===== src/rtl/gecko_reg_scoreboard.sv =====
// gecko_reg_scoreboard: per-register in-flight write counters with drain FSM.
// Optional: define GECKO_SCOREBOARD_WB_BYPASS_EN for writeback-bypassed lookups.
package gecko_reg_pkg;
    typedef enum logic [1:0] {
        GECKO_REG_STATUS_VALID   = 2'd0,
        GECKO_REG_STATUS_PENDING = 2'd1,
        GECKO_REG_STATUS_FULL    = 2'd2
    } gecko_reg_status_t;
endpackage

module gecko_reg_scoreboard
    import gecko_reg_pkg::*;
#(
    parameter int NUM_REGS      = 32,
    parameter int COUNTER_WIDTH = 2,
    parameter int WB_PORTS      = 2,
    parameter int AW            = $clog2(NUM_REGS),
    parameter int TW = $clog2(NUM_REGS * ((1 << COUNTER_WIDTH) - 1) + 1)
) (
    input  logic                         clk,
    input  logic                         rst,
    input  logic                         issue_valid,
    input  logic [AW-1:0]                issue_rd,
    output logic                         issue_ready,
    input  logic [WB_PORTS-1:0]          wb_valid,
    input  logic [WB_PORTS-1:0][AW-1:0]  wb_addr,
    input  logic [AW-1:0]                rd_addr,
    input  logic [AW-1:0]                rs1_addr,
    input  logic [AW-1:0]                rs2_addr,
    output gecko_reg_status_t            rd_status,
    output gecko_reg_status_t            rs1_status,
    output gecko_reg_status_t            rs2_status,
    input  logic                         flush_req,
    output logic                         flush_done,
    output logic [TW-1:0]                outstanding,
    output logic                         underflow_error
);

    localparam int EW = COUNTER_WIDTH + 3;
    localparam logic [COUNTER_WIDTH-1:0] CMAX = '1;

    localparam logic [1:0] IDLE  = 2'd0;
    localparam logic [1:0] DRAIN = 2'd1;
    localparam logic [1:0] DONE  = 2'd2;

    logic [COUNTER_WIDTH-1:0] count_q [NUM_REGS];
    logic [COUNTER_WIDTH-1:0] count_d [NUM_REGS];
    logic [1:0]               state_q;
    logic [1:0]               state_d;
    logic [TW-1:0]            outstanding_q;
    logic [TW-1:0]            outstanding_d;
    logic                     underflow_q;
    logic                     underflow_d;
    logic                     issue_acc;
    logic                     issue_inc;
    logic                     hit_inc;
    logic [EW-1:0]            avail;
    logic [EW-1:0]            nwb;
    logic [EW-1:0]            applied;

    // Number of valid writeback channels targeting register r this cycle.
    function automatic logic [EW-1:0] hits(
        input logic [WB_PORTS-1:0]         v,
        input logic [WB_PORTS-1:0][AW-1:0] a,
        input logic [AW-1:0]               r
    );
        logic [EW-1:0] n;
        n = '0;
        for (int p = 0; p < WB_PORTS; p++) begin
            if (v[p] && a[p] == r) n = n + EW'(1);
        end
        return n;
    endfunction

    function automatic gecko_reg_status_t to_status(
        input logic [COUNTER_WIDTH-1:0] c
    );
        if (c == '0)        return GECKO_REG_STATUS_VALID;
        else if (c == CMAX) return GECKO_REG_STATUS_FULL;
        else                return GECKO_REG_STATUS_PENDING;
    endfunction

`ifdef GECKO_SCOREBOARD_WB_BYPASS_EN
    // Count after this cycle's writebacks, clamped at zero.
    function automatic logic [COUNTER_WIDTH-1:0] eff_count(
        input logic [COUNTER_WIDTH-1:0] c,
        input logic [EW-1:0]            n
    );
        if (n >= EW'(c)) return '0;
        else             return COUNTER_WIDTH'(EW'(c) - n);
    endfunction

    assign rd_status  = to_status(eff_count(count_q[rd_addr],
                                  hits(wb_valid, wb_addr, rd_addr)));
    assign rs1_status = to_status(eff_count(count_q[rs1_addr],
                                  hits(wb_valid, wb_addr, rs1_addr)));
    assign rs2_status = to_status(eff_count(count_q[rs2_addr],
                                  hits(wb_valid, wb_addr, rs2_addr)));
`else
    assign rd_status  = to_status(count_q[rd_addr]);
    assign rs1_status = to_status(count_q[rs1_addr]);
    assign rs2_status = to_status(count_q[rs2_addr]);
`endif

    assign issue_ready = (state_q == IDLE) &&
                         (issue_rd == '0 || count_q[issue_rd] != CMAX);
    assign issue_acc   = issue_valid && issue_ready;
    assign issue_inc   = issue_acc && (issue_rd != '0);

    assign flush_done      = (state_q == DONE);
    assign outstanding     = outstanding_q;
    assign underflow_error = underflow_q;

    // Per-register counter update; writebacks beyond the available count clamp.
    always_comb begin
        count_d[0]  = '0;
        underflow_d = underflow_q;
        applied     = '0;
        hit_inc     = 1'b0;
        avail       = '0;
        nwb         = '0;
        for (int r = 1; r < NUM_REGS; r++) begin
            hit_inc = issue_acc && (issue_rd == AW'(r));
            avail   = EW'(count_q[r]) + EW'(hit_inc);
            nwb     = hits(wb_valid, wb_addr, AW'(r));
            if (nwb > avail) begin
                count_d[r]  = '0;
                applied     = applied + avail;
                underflow_d = 1'b1;
            end else begin
                count_d[r]  = COUNTER_WIDTH'(avail - nwb);
                applied     = applied + nwb;
            end
        end
        outstanding_d = outstanding_q + TW'(issue_inc) - TW'(applied);
    end

    // Drain FSM: block issues until every in-flight write has returned.
    always_comb begin
        state_d = state_q;
        case (state_q)
            IDLE:    if (flush_req) state_d = DRAIN;
            DRAIN:   if (outstanding_q == '0) state_d = DONE;
            DONE:    state_d = IDLE;
            default: state_d = IDLE;
        endcase
    end

    // State registers with synchronous active-low reset.
    always_ff @(posedge clk) begin
        if (!rst) begin
            for (int r = 0; r < NUM_REGS; r++) count_q[r] <= '0;
            state_q       <= IDLE;
            outstanding_q <= '0;
            underflow_q   <= 1'b0;
        end else begin
            for (int r = 0; r < NUM_REGS; r++) count_q[r] <= count_d[r];
            state_q       <= state_d;
            outstanding_q <= outstanding_d;
            underflow_q   <= underflow_d;
        end
    end

endmodule


===== config.mk =====
export PLATFORM = sky130hd
export DESIGN_NAME = gecko_reg_scoreboard
export DESIGN_NICKNAME = d
export VERILOG_FILES = /design/src/rtl/gecko_reg_scoreboard.sv
export SDC_FILE = /design/constraint.sdc
export NUM_CORES = 1
export LEC_CHECK = 0
export BUFFER_PORTS_ARGS = -buffer_cell sky130_fd_sc_hd__buf_4
export CAP_MARGIN = 20
export CORE_MARGIN = 4
export CORE_UTILIZATION = 65
export DETAILED_ROUTE_END_ITERATION = 8
export PLACE_DENSITY = 0.82
export SETUP_SLACK_MARGIN = 0.02
export SYNTH_ARGS = -nofsm -noshare
export SYNTH_HDL_FRONTEND = slang
export SYNTH_SLANG_ARGS = --single-unit

===== constraint.sdc =====
create_clock -name clk -period 36.6 [get_ports clk]
set_input_delay 10.98 -clock clk [delete_from_list [all_inputs] [get_ports clk]]
set_output_delay 10.98 -clock clk [all_outputs]
set_load 0.005 [all_outputs]

==> results of run 1 <==
-- sequential cells by signal, indices dropped and copies added (netlist names) --
name and count:
count_q 62, state_q 2, outstanding 7, underflow_error 1
-- through the flow --
step                cell area (sq um)  instances  setup slack [ns]  utilization [%]
global route                    13600       1783              1.55             72.2
CTS                             13600       1783              2.69             72.2
global placement                13300       1767              2.87             70.5
finish                          13600       1783              2.62             72.2
floorplan                       12700       1486              3.60                -
detailed placement              13300       1767              2.42             70.5
-- path summary, 6_finish.rpt --
path / slack (ns) / depth (start not counted) / endpoint
min: 0.54 / 1 / state_q[0]$_SDFFE_PN0P_
max: 2.62 / 62 / outstanding[6]$_SDFF_PN0_
min reg2reg: 0.54 / 1 / state_q[0]$_SDFFE_PN0P_
max reg2reg: 13.11 / 62 / outstanding[6]$_SDFF_PN0_
-- cell families (layout without fill, tap and decap cells) --
group / count (synthesis) / in the layout
mux: 76 / 76
flops: 72 / 72
buf+inv: 140 / 177
fa+ha+maj: 321 / 321
other cells: 1 / 31
xor+xnor: 118 / 118
compound gates: 282 / 282
simple gates: 446 / 446
-- routing by layer --
layer / up-vias / wire length [um] / track usage [%]
li1: 5213 / - / -
met4: 0 / 1200 / 11.1
met1: 5031 / 14000 / 41.0
met5: - / 0 / 0
met3: 95 / 3020 / 7.16
met2: 463 / 14500 / 47.9
-- cell usage after synthesis, types with 4 or more instances --
master	number
a21oi_1	97
xnor3_1	9
mux2i_1	5
nand2_1	138
buf_1	4
xnor2_1	31
nand3_1	32
nand2b_1	11
nand3b_1	4
inv_1	110
fa_1	31
nor2b_1	49
mux4_2	58
nand4_1	9
nor4_1	4
mux2_2	12
clkbuf_1	26
or2_2	6
ha_1	290
dfxtp_1	72
xor2_1	69
nor3_1	6
nor2_1	174
a22o_1	4
o21ai_0	121
a21o_1	38
-- critical path: cells and delay by family --
kind,cells,cell delay (ns)
AOI/OAI and AO/OA,7,1.53
xor gates and xnor gates,4,0.78
adders and majority gates,36,17.95
buffers and inverters,4,0.52
muxes,2,0.94
and+or+nand+nor,9,1.53
-- area by class of cell --
cell class                 instances  area, sq um
clock inverter                     6         82.6
tap                              260          325
fill                            1407         5240
clock buffer                      10          239
sequential                        72         1440
timing repair buffer              51          383
inverter                         110          413
multi-input combinational       1274        10700
-- power breakdown --
part	internal, uW	total [uW]	switching, uW	leakage (uW)
Combinational	526	1080	551	0.00606
Clock	61.2	98.1	36.9	0.000158
Sequential	90.6	98.4	7.81	0.000585
==> metrics.yaml, run 1 <==
critPathSlowestCell: "fa_1"
rows: 50
post_cts_resized: 0
insertedDiodeCount: 0
synthXorXnorAreaFrac_pct: 10.0
drv_slew: 0
yosys.area_share.simple_pct: 15.8
cts_made_buffers: 9
holdWs_ns: 0.541
synth-warning-count: 0
die_y_um: 147
critPathMaxStageDelay_ns: 0.59
post_cts_buffers: 0
die_area_sq_um: 21600
overflow: 0
cts.path.max_buffers: 2
period_share_pct: 92.8
leakage_uw: 0.00680
cts_tree: "done"
viasPerCell: 6.06
htree_levels: 3
yosysTopAreaCellShare_pct: 28.9
gp_congestion: 0.988
ys_seq_area_share_pct: 11.5
cp-start-kind: "primary input"
final_common_cell: "ha_1"
clock-sinks: 72
drc_errors: 0
critPathKind: "primary input to flip-flop"
synth_edf_count: 0
skew_ns: 0.00822
status: "finished clean"
peakVddDrop_uv: 225
setup_viol: 0
synth_top_family_by_area: "adder cells"
cp-startpoint: "issue_rd[0]"
min_from: "state_q[1]$_SDFFE_PN0P_"
syn_to_final_growth_pct: 8.20
first_iter_violations: 923
die_w_um: 147
first_pass_iters: 6
synth-compound-area-share_pct: 12.7
grt_use_total_pct: 30.4
yosys_register_bits: 72
synth_top_cell_by_area: "ha_1"
synth_cell_types: 55
postSynthCellCount: 1456
vias: 10800
core_area_sq_um: 18800
drive_gt1_share_pct: 10.4
num_io_pins: 52
routed_wl_mm: 32.7
setup_tns_ns: 0
insertion_delay_ns: 0.35
avgRoutedWirePerCell_um: 18.3
root_buffer: "clkbuf_16"
worstPathMaxFanout: 42
required_ns: 36.83
crit_path_end_kind: "flip-flop"
nNetsFinal: 1875
power_density_nw_per_um2: 93.7
ant_nets: 0
async_flop_share_pct: 0
p_total_uw: 1270
syn_avg_cell_area_sq_um: 8.63
maxCapViolCount: 0
tightest_slew_ns: 1.06
hold_viol: 0
grt_max_degree: 43
synthMuxAreaShare_pct: 12.0
timing.rr.start: "count_q[21][0]$_SDFF_PN0_"
rsz0062_at_grt: "false"
synth-main-ff-cell: "dfxtp_1"
clkSlewWorstSetupHoldPaths_ns: 0.06
antenna_found_initial: 0
arrival_ns: 34.21
syn_area_sq_um: 12600
finalCriticalPeriod_ns: 33.98
io_buffers: 51
min_path_type: "flip-flop to flip-flop"
ctsHoldBuffers: 0
ys_top_cells_by_area: "ha_1 29%, dfxtp_1 11%, mux4_2 10%"
grt_pass1_vias: 10300
fmax_mhz: 29.4
dp_hpwl_mm: 26.9
relSlewSlack_pct: 29.3
grt_pass1_wl_mm: 52.5
cp_common_cell: "fa_1"
layout_common_cells: "290 x ha_1, 174 x nor2_1, 138 x nand2_1"
initial_utilization_pct: 66.7
synthAdderAreaFrac_pct: 33.8
Note: power is estimated with default switching activity, not from simulation.
==> run 2, diff against run 1 <==
Settings changed: REMOVE_ABC_BUFFERS set to 1.
==> metrics.yaml, run 2 (same netlist as run 1, synthesis figures left out) <==
dp.cells: 1767  # unchanged
clkSlewWorstSetupHoldPaths_ns: 0.06  # about the same
hold_viol: 0  # unchanged
post_cts_resized: 0  # unchanged
dp_hpwl_mm: 27.1  # was 26.9 mm
seq_area_sq_um: 1440  # unchanged
nNetsFinal: 1875  # unchanged
tightest_slew_ns: 1.02  # was 1.06 ns
cp-start-kind: "primary input"  # unchanged
largest_register_ffs: 62  # unchanged
io_buffers: 51  # unchanged
min_path_type: "flip-flop to flip-flop"  # unchanged
cts.path.max_buffers: 2  # unchanged
core_area_sq_um: 18800  # unchanged
power_density_nw_per_um2: 92.6  # was 93.7 nW/um^2
finalCriticalPeriod_ns: 33.95  # was 33.98 ns
arrival_ns: 34.18  # was 34.21 ns
peakVddDrop_uv: 190  # was 225 uV
die_w_um: 147  # unchanged
clock-sinks: 72  # unchanged
syn_to_final_growth_pct: 8.14  # was 8.20%
sw_frac_of_total_pct: 46.4  # was 46.8%
fmax_mhz: 29.5  # was 29.4 MHz
required_ns: 36.83  # about the same
setup_viol: 0  # unchanged
vias: 10900  # was 10.8k
num_io_pins: 52  # unchanged
cts_made_buffers: 9  # unchanged
cp_num_buf_inv: 4  # unchanged
critPathMaxStageDelay_ns: 0.58  # was 0.59 ns
power_frac_clock_pct: 7.7  # about the same
insertedDiodeCount: 0  # unchanged
grt_pass1_vias: 10500  # was 10.3k
grt_max_degree: 43  # unchanged
setup_ws_ns: 2.65  # was 2.62 ns
leakage_uw: 0.00679  # was 0.00680 uW
rows: 50  # unchanged
crit_path_end_kind: "flip-flop"  # unchanged
viasPerCell: 6.13  # was 6.06
post_cts_buffers: 0  # unchanged
layout_common_cells: "290 x ha_1, 174 x nor2_1, 138 x nand2_1"  # unchanged
seqPwrFrac_pct: 7.8  # was 7.7%
gp_congestion: 0.949  # was 0.988
skew_ns: 0.00697  # was 0.00822 ns
die_y_um: 147  # unchanged
initial_utilization_pct: 66.7  # unchanged
avgRoutedWirePerCell_um: 18.6  # was 18.3 um
regMostFlops: "count_q"  # unchanged
worstPathMaxFanout: 42  # unchanged
period_share_pct: 92.8  # about the same
final_cells: 1783  # unchanged
power_frac_comb_pct: 84.5  # was 84.6%
status: "finished clean"  # unchanged
root_buffer: "clkbuf_16"  # unchanged
n_fill_cell: 1400  # was 1407
critPathKind: "primary input to flip-flop"  # unchanged
antenna_found_initial: 0  # unchanged
overflow: 0  # unchanged
grt_use_total_pct: 30.7  # was 30.4%
drive_gt1_share_pct: 10.2  # was 10.4%
htree_levels: 3  # unchanged
first_iter_violations: 788  # was 923
ctsHoldBuffers: 0  # unchanged
drc_errors: 0  # unchanged
first_pass_iters: 6  # unchanged
p_switching_uw: 584  # was 596 uW
die_area_sq_um: 21600  # unchanged
ant_nets: 0  # unchanged
multi_input_area_sq_um: 10700  # unchanged
grt_pass1_wl_mm: 53.1  # was 52.5 mm
setup_tns_ns: 0  # unchanged
intPower_uw: 675  # was 678 uW
critPathSlowestCell: "fa_1"  # unchanged
cts_tree: "done"  # unchanged
rsz0062_at_grt: "false"  # unchanged
cp_common_cell: "fa_1"  # unchanged
routed_wl_mm: 33.1  # was 32.7 mm
crit_family: "adder cells"  # unchanged
maxCapViolCount: 0  # unchanged
insertion_delay_ns: 0.35  # about the same
fin_util_pct: 72.2  # about the same
drv_slew: 0  # unchanged
final_common_cell: "ha_1"  # unchanged
relSlewSlack_pct: 31.7  # was 29.3%
place_ws_ns: 2.39  # was 2.42 ns
[run 2: path summary, 6_finish.rpt]
path,start,cells after the start,endpoint,slack [ns]
worst min-delay path,state_q[1]$_SDFFE_PN0P_,1,state_q[0]$_SDFFE_PN0P_,0.52
worst max-delay path,issue_rd[0],62,outstanding[6]$_SDFF_PN0_,2.65
worst max register to register,count_q[21][0]$_SDFF_PN0_,62,outstanding[6]$_SDFF_PN0_,13.12
worst min register to register,state_q[1]$_SDFFE_PN0P_,1,state_q[0]$_SDFFE_PN0P_,0.52
[run 2: power groups by stage]
| stage | clock [uW] | combinational, uW | sequential, uW |
|---|---|---|---|
| after floorplan | 0 | 841 | 97.1 |
| after global placement | 0 | 1010 | 99.3 |
| after detailed placement | 0 | 1050 | 99.5 |
| after CTS | 97.8 | 1060 | 97.8 |
| after global routing | 101 | 1180 | 98.7 |
| final | 97.1 | 1060 | 98.1 |
[run 2: final cells by class]
class | instances | share of cell area (%)
tap | 260 | 2.39
multi-input combinational | 1274 | 78.8
timing repair buffer | 51 | 2.82
inverter | 110 | 3.04
clock inverter | 5 | 0.599
clock buffer | 11 | 1.71
sequential | 72 | 10.6
[run 2: metal layers]
metal,global-route usage [%],vias to the layer above,part of all wire [%]
li1,-,5206,-
met1,41.6,5062,41
met2,48.5,554,45
met3,6.63,101,10
met4,11.4,0,3.8
met5,0,-,0
[run 2: per-stage QoR]
step	total power [uW]	hold slack (ns)	instance area [sq um]
global route	1380	0.541	13600
detailed placement	1150	0.526	13300
CTS	1250	0.523	13600
floorplan	938	0.432	12600
finish	1260	0.517	13600
global placement	1110	0.522	13300
==> run 3, diff against run 2 <==
--- a/config.mk
+++ b/config.mk
@@ -6,4 +6,5 @@
 export NUM_CORES = 1
 export LEC_CHECK = 0
+export ABC_CLOCK_PERIOD_IN_PS = 36600
 export BUFFER_PORTS_ARGS = -buffer_cell sky130_fd_sc_hd__buf_4
 export CAP_MARGIN = 20
@@ -11,4 +12,5 @@
 export CORE_UTILIZATION = 65
 export DETAILED_ROUTE_END_ITERATION = 8
+export MAX_ROUTING_LAYER = met4
 export PLACE_DENSITY = 0.82
 export REMOVE_ABC_BUFFERS = 1
==> constraint.sdc (replaced) <==
create_clock -name clk -period 36.6 [get_ports clk]
set_input_delay 1.83 -clock clk [delete_from_list [all_inputs] [get_ports clk]]
set_output_delay 1.83 -clock clk [all_outputs]
set_load 0.005 [all_outputs]
==> metrics.yaml, run 3 (same netlist as run 1, synthesis figures left out) <==
p_total_uw: 1320  # was 1260 uW
crit_path_end_kind: "flip-flop"  # unchanged
die_w_um: 147  # unchanged
tightest_slew_ns: 0.988  # was 1.02 ns
antenna_found_initial: 0  # unchanged
cts_made_buffers: 9  # unchanged
viasPerCell: 6.15  # was 6.13
core_area_sq_um: 18800  # unchanged
power_frac_comb_pct: 84.5  # about the same
nNetsFinal: 1875  # unchanged
place_ws_ns: 11.55  # was 2.39 ns
power_frac_clock_pct: 8.0  # was 7.7%
die_area_sq_um: 21600  # unchanged
setup_ws_ns: 11.67  # was 2.65 ns
worstPathMaxFanout: 42  # unchanged
cp_common_cell: "fa_1"  # unchanged
post_cts_resized: 0  # unchanged
hold_viol: 0  # unchanged
finalCriticalPeriod_ns: 24.93  # was 33.95 ns
gp_congestion: 0.994  # was 0.949
cp-start-kind: "primary input"  # unchanged
cts_tree: "done"  # unchanged
status: "finished clean"  # unchanged
root_buffer: "clkbuf_16"  # unchanged
fmax_mhz: 40.1  # was 29.5 MHz
intPower_uw: 693  # was 675 uW
drc_errors: 0  # unchanged
power_density_nw_per_um2: 96.8  # was 92.6 nW/um^2
maxCapViolCount: 0  # unchanged
ctsHoldBuffers: 0  # unchanged
peakVddDrop_uv: 182  # was 190 uV
drv_slew: 0  # unchanged
critPathKind: "primary input to flip-flop"  # unchanged
fin_util_pct: 72.4  # was 72.2%
rows: 50  # unchanged
regMostFlops: "count_q"  # unchanged
avgRoutedWirePerCell_um: 18.5  # was 18.6 um
arrival_ns: 25.15  # was 34.18 ns
drive_gt1_share_pct: 10.4  # was 10.2%
min_path_type: "flip-flop to flip-flop"  # unchanged
rsz0062_at_grt: "false"  # unchanged
clkSlewWorstSetupHoldPaths_ns: 0.06  # about the same
required_ns: 36.82  # was 36.83 ns
crit_family: "adder cells"  # unchanged
sw_frac_of_total_pct: 47.5  # was 46.4%
cts.path.max_buffers: 2  # unchanged
layout_common_cells: "290 x ha_1, 174 x nor2_1, 138 x nand2_1"  # unchanged
num_io_pins: 52  # unchanged
grt_use_total_pct: 31.6  # was 30.7%
first_iter_violations: 912  # was 788
post_cts_buffers: 0  # unchanged
relSlewSlack_pct: 34.1  # was 31.7%
final_common_cell: "ha_1"  # unchanged
largest_register_ffs: 62  # unchanged
overflow: 0  # unchanged
first_pass_iters: 5  # was 6
grt_pass1_wl_mm: 53.5  # was 53.1 mm
setup_viol: 0  # unchanged
p_switching_uw: 626  # was 584 uW
routed_wl_mm: 33.0  # was 33.1 mm
vias: 11000  # was 10.9k
grt_pass1_vias: 10700  # was 10.5k
critPathMaxStageDelay_ns: 0.59  # was 0.58 ns
skew_ns: 0.00754  # was 0.00697 ns
holdWs_ns: 0.551  # was 0.517 ns
leakage_uw: 0.00681  # was 0.00679 uW
die_y_um: 147  # unchanged
cp_num_buf_inv: 4  # unchanged
grt_max_degree: 43  # unchanged
seqPwrFrac_pct: 7.4  # was 7.8%
setup_tns_ns: 0  # unchanged
io_buffers: 51  # unchanged
critPathSlowestCell: "fa_1"  # unchanged
n_fill_cell: 1406  # was 1400
clock-sinks: 72  # unchanged
period_share_pct: 68.1  # was 92.8%
htree_levels: 3  # unchanged
insertedDiodeCount: 0  # unchanged
dp_hpwl_mm: 27.1  # about the same
insertion_delay_ns: 0.34  # was 0.35 ns
syn_to_final_growth_pct: 8.45  # was 8.14%
ant_nets: 0  # unchanged
initial_utilization_pct: 66.7  # unchanged
## run 3: per-stage QoR
| step | cell area [sq um] | instances |
|---|---|---|
| 2_1_floorplan | 12600 | 1456 |
| 3_3_place_gp | 13300 | 1767 |
| 3_5_place_dp | 13300 | 1767 |
| 4_1_cts | 13600 | 1783 |
| 5_1_grt | 13600 | 1783 |
| 6_report | 13600 | 1783 |
## run 3: per-layer routing
layer,global-route usage [%],vias up,routed length [um]
met5,-,-,0
met4,11.0,0,1280
met3,5.12,109,3280
met2,49.8,556,14600
met1,41.7,5082,13800
li1,-,5214,-
## run 3: worst reg2reg max path: cells and delay by family (launching register included)
family	cells	cell delay [ns]
flops	1	0.42
mux	2	0.94
xor+xnor	4	0.77
simple gates	10	1.74
buf+inv	3	0.21
fa+ha+maj	36	17.95
compound gates	7	1.48
## run 3: cell type report
cell class	count	area (sq um)	share of cell area, %
well taps	260	325	2.39
clock buffers	10	239	1.75
clock inverters	6	115	0.845
multi-input cells	1274	10700	78.6
repair buffers	51	383	2.81
inverters	110	413	3.03
flip-flops and latches	72	1440	10.6
## run 3: worst paths after layout
kind / start / endpoint / slack, ns / depth (start not counted)
min reg2reg: state_q[1]$_SDFFE_PN0P_ / state_q[0]$_SDFFE_PN0P_ / 0.55 / 1
min: state_q[1]$_SDFFE_PN0P_ / state_q[0]$_SDFFE_PN0P_ / 0.55 / 1
max: issue_rd[0] / outstanding[6]$_SDFF_PN0_ / 11.67 / 62
max reg2reg: count_q[21][0]$_SDFF_PN0_ / outstanding[6]$_SDFF_PN0_ / 13.00 / 62
## run 3: power by group through the flow
stage                     registers (uW)  logic, uW  clock network [uW]
after floorplan                     97.1        841                   0
after global placement              99.2       1010                   0
after detailed placement            99.4       1060                   0
after CTS                           97.7       1100                 106
after global routing                98.8       1220                 109
final                               98.1       1110                 106
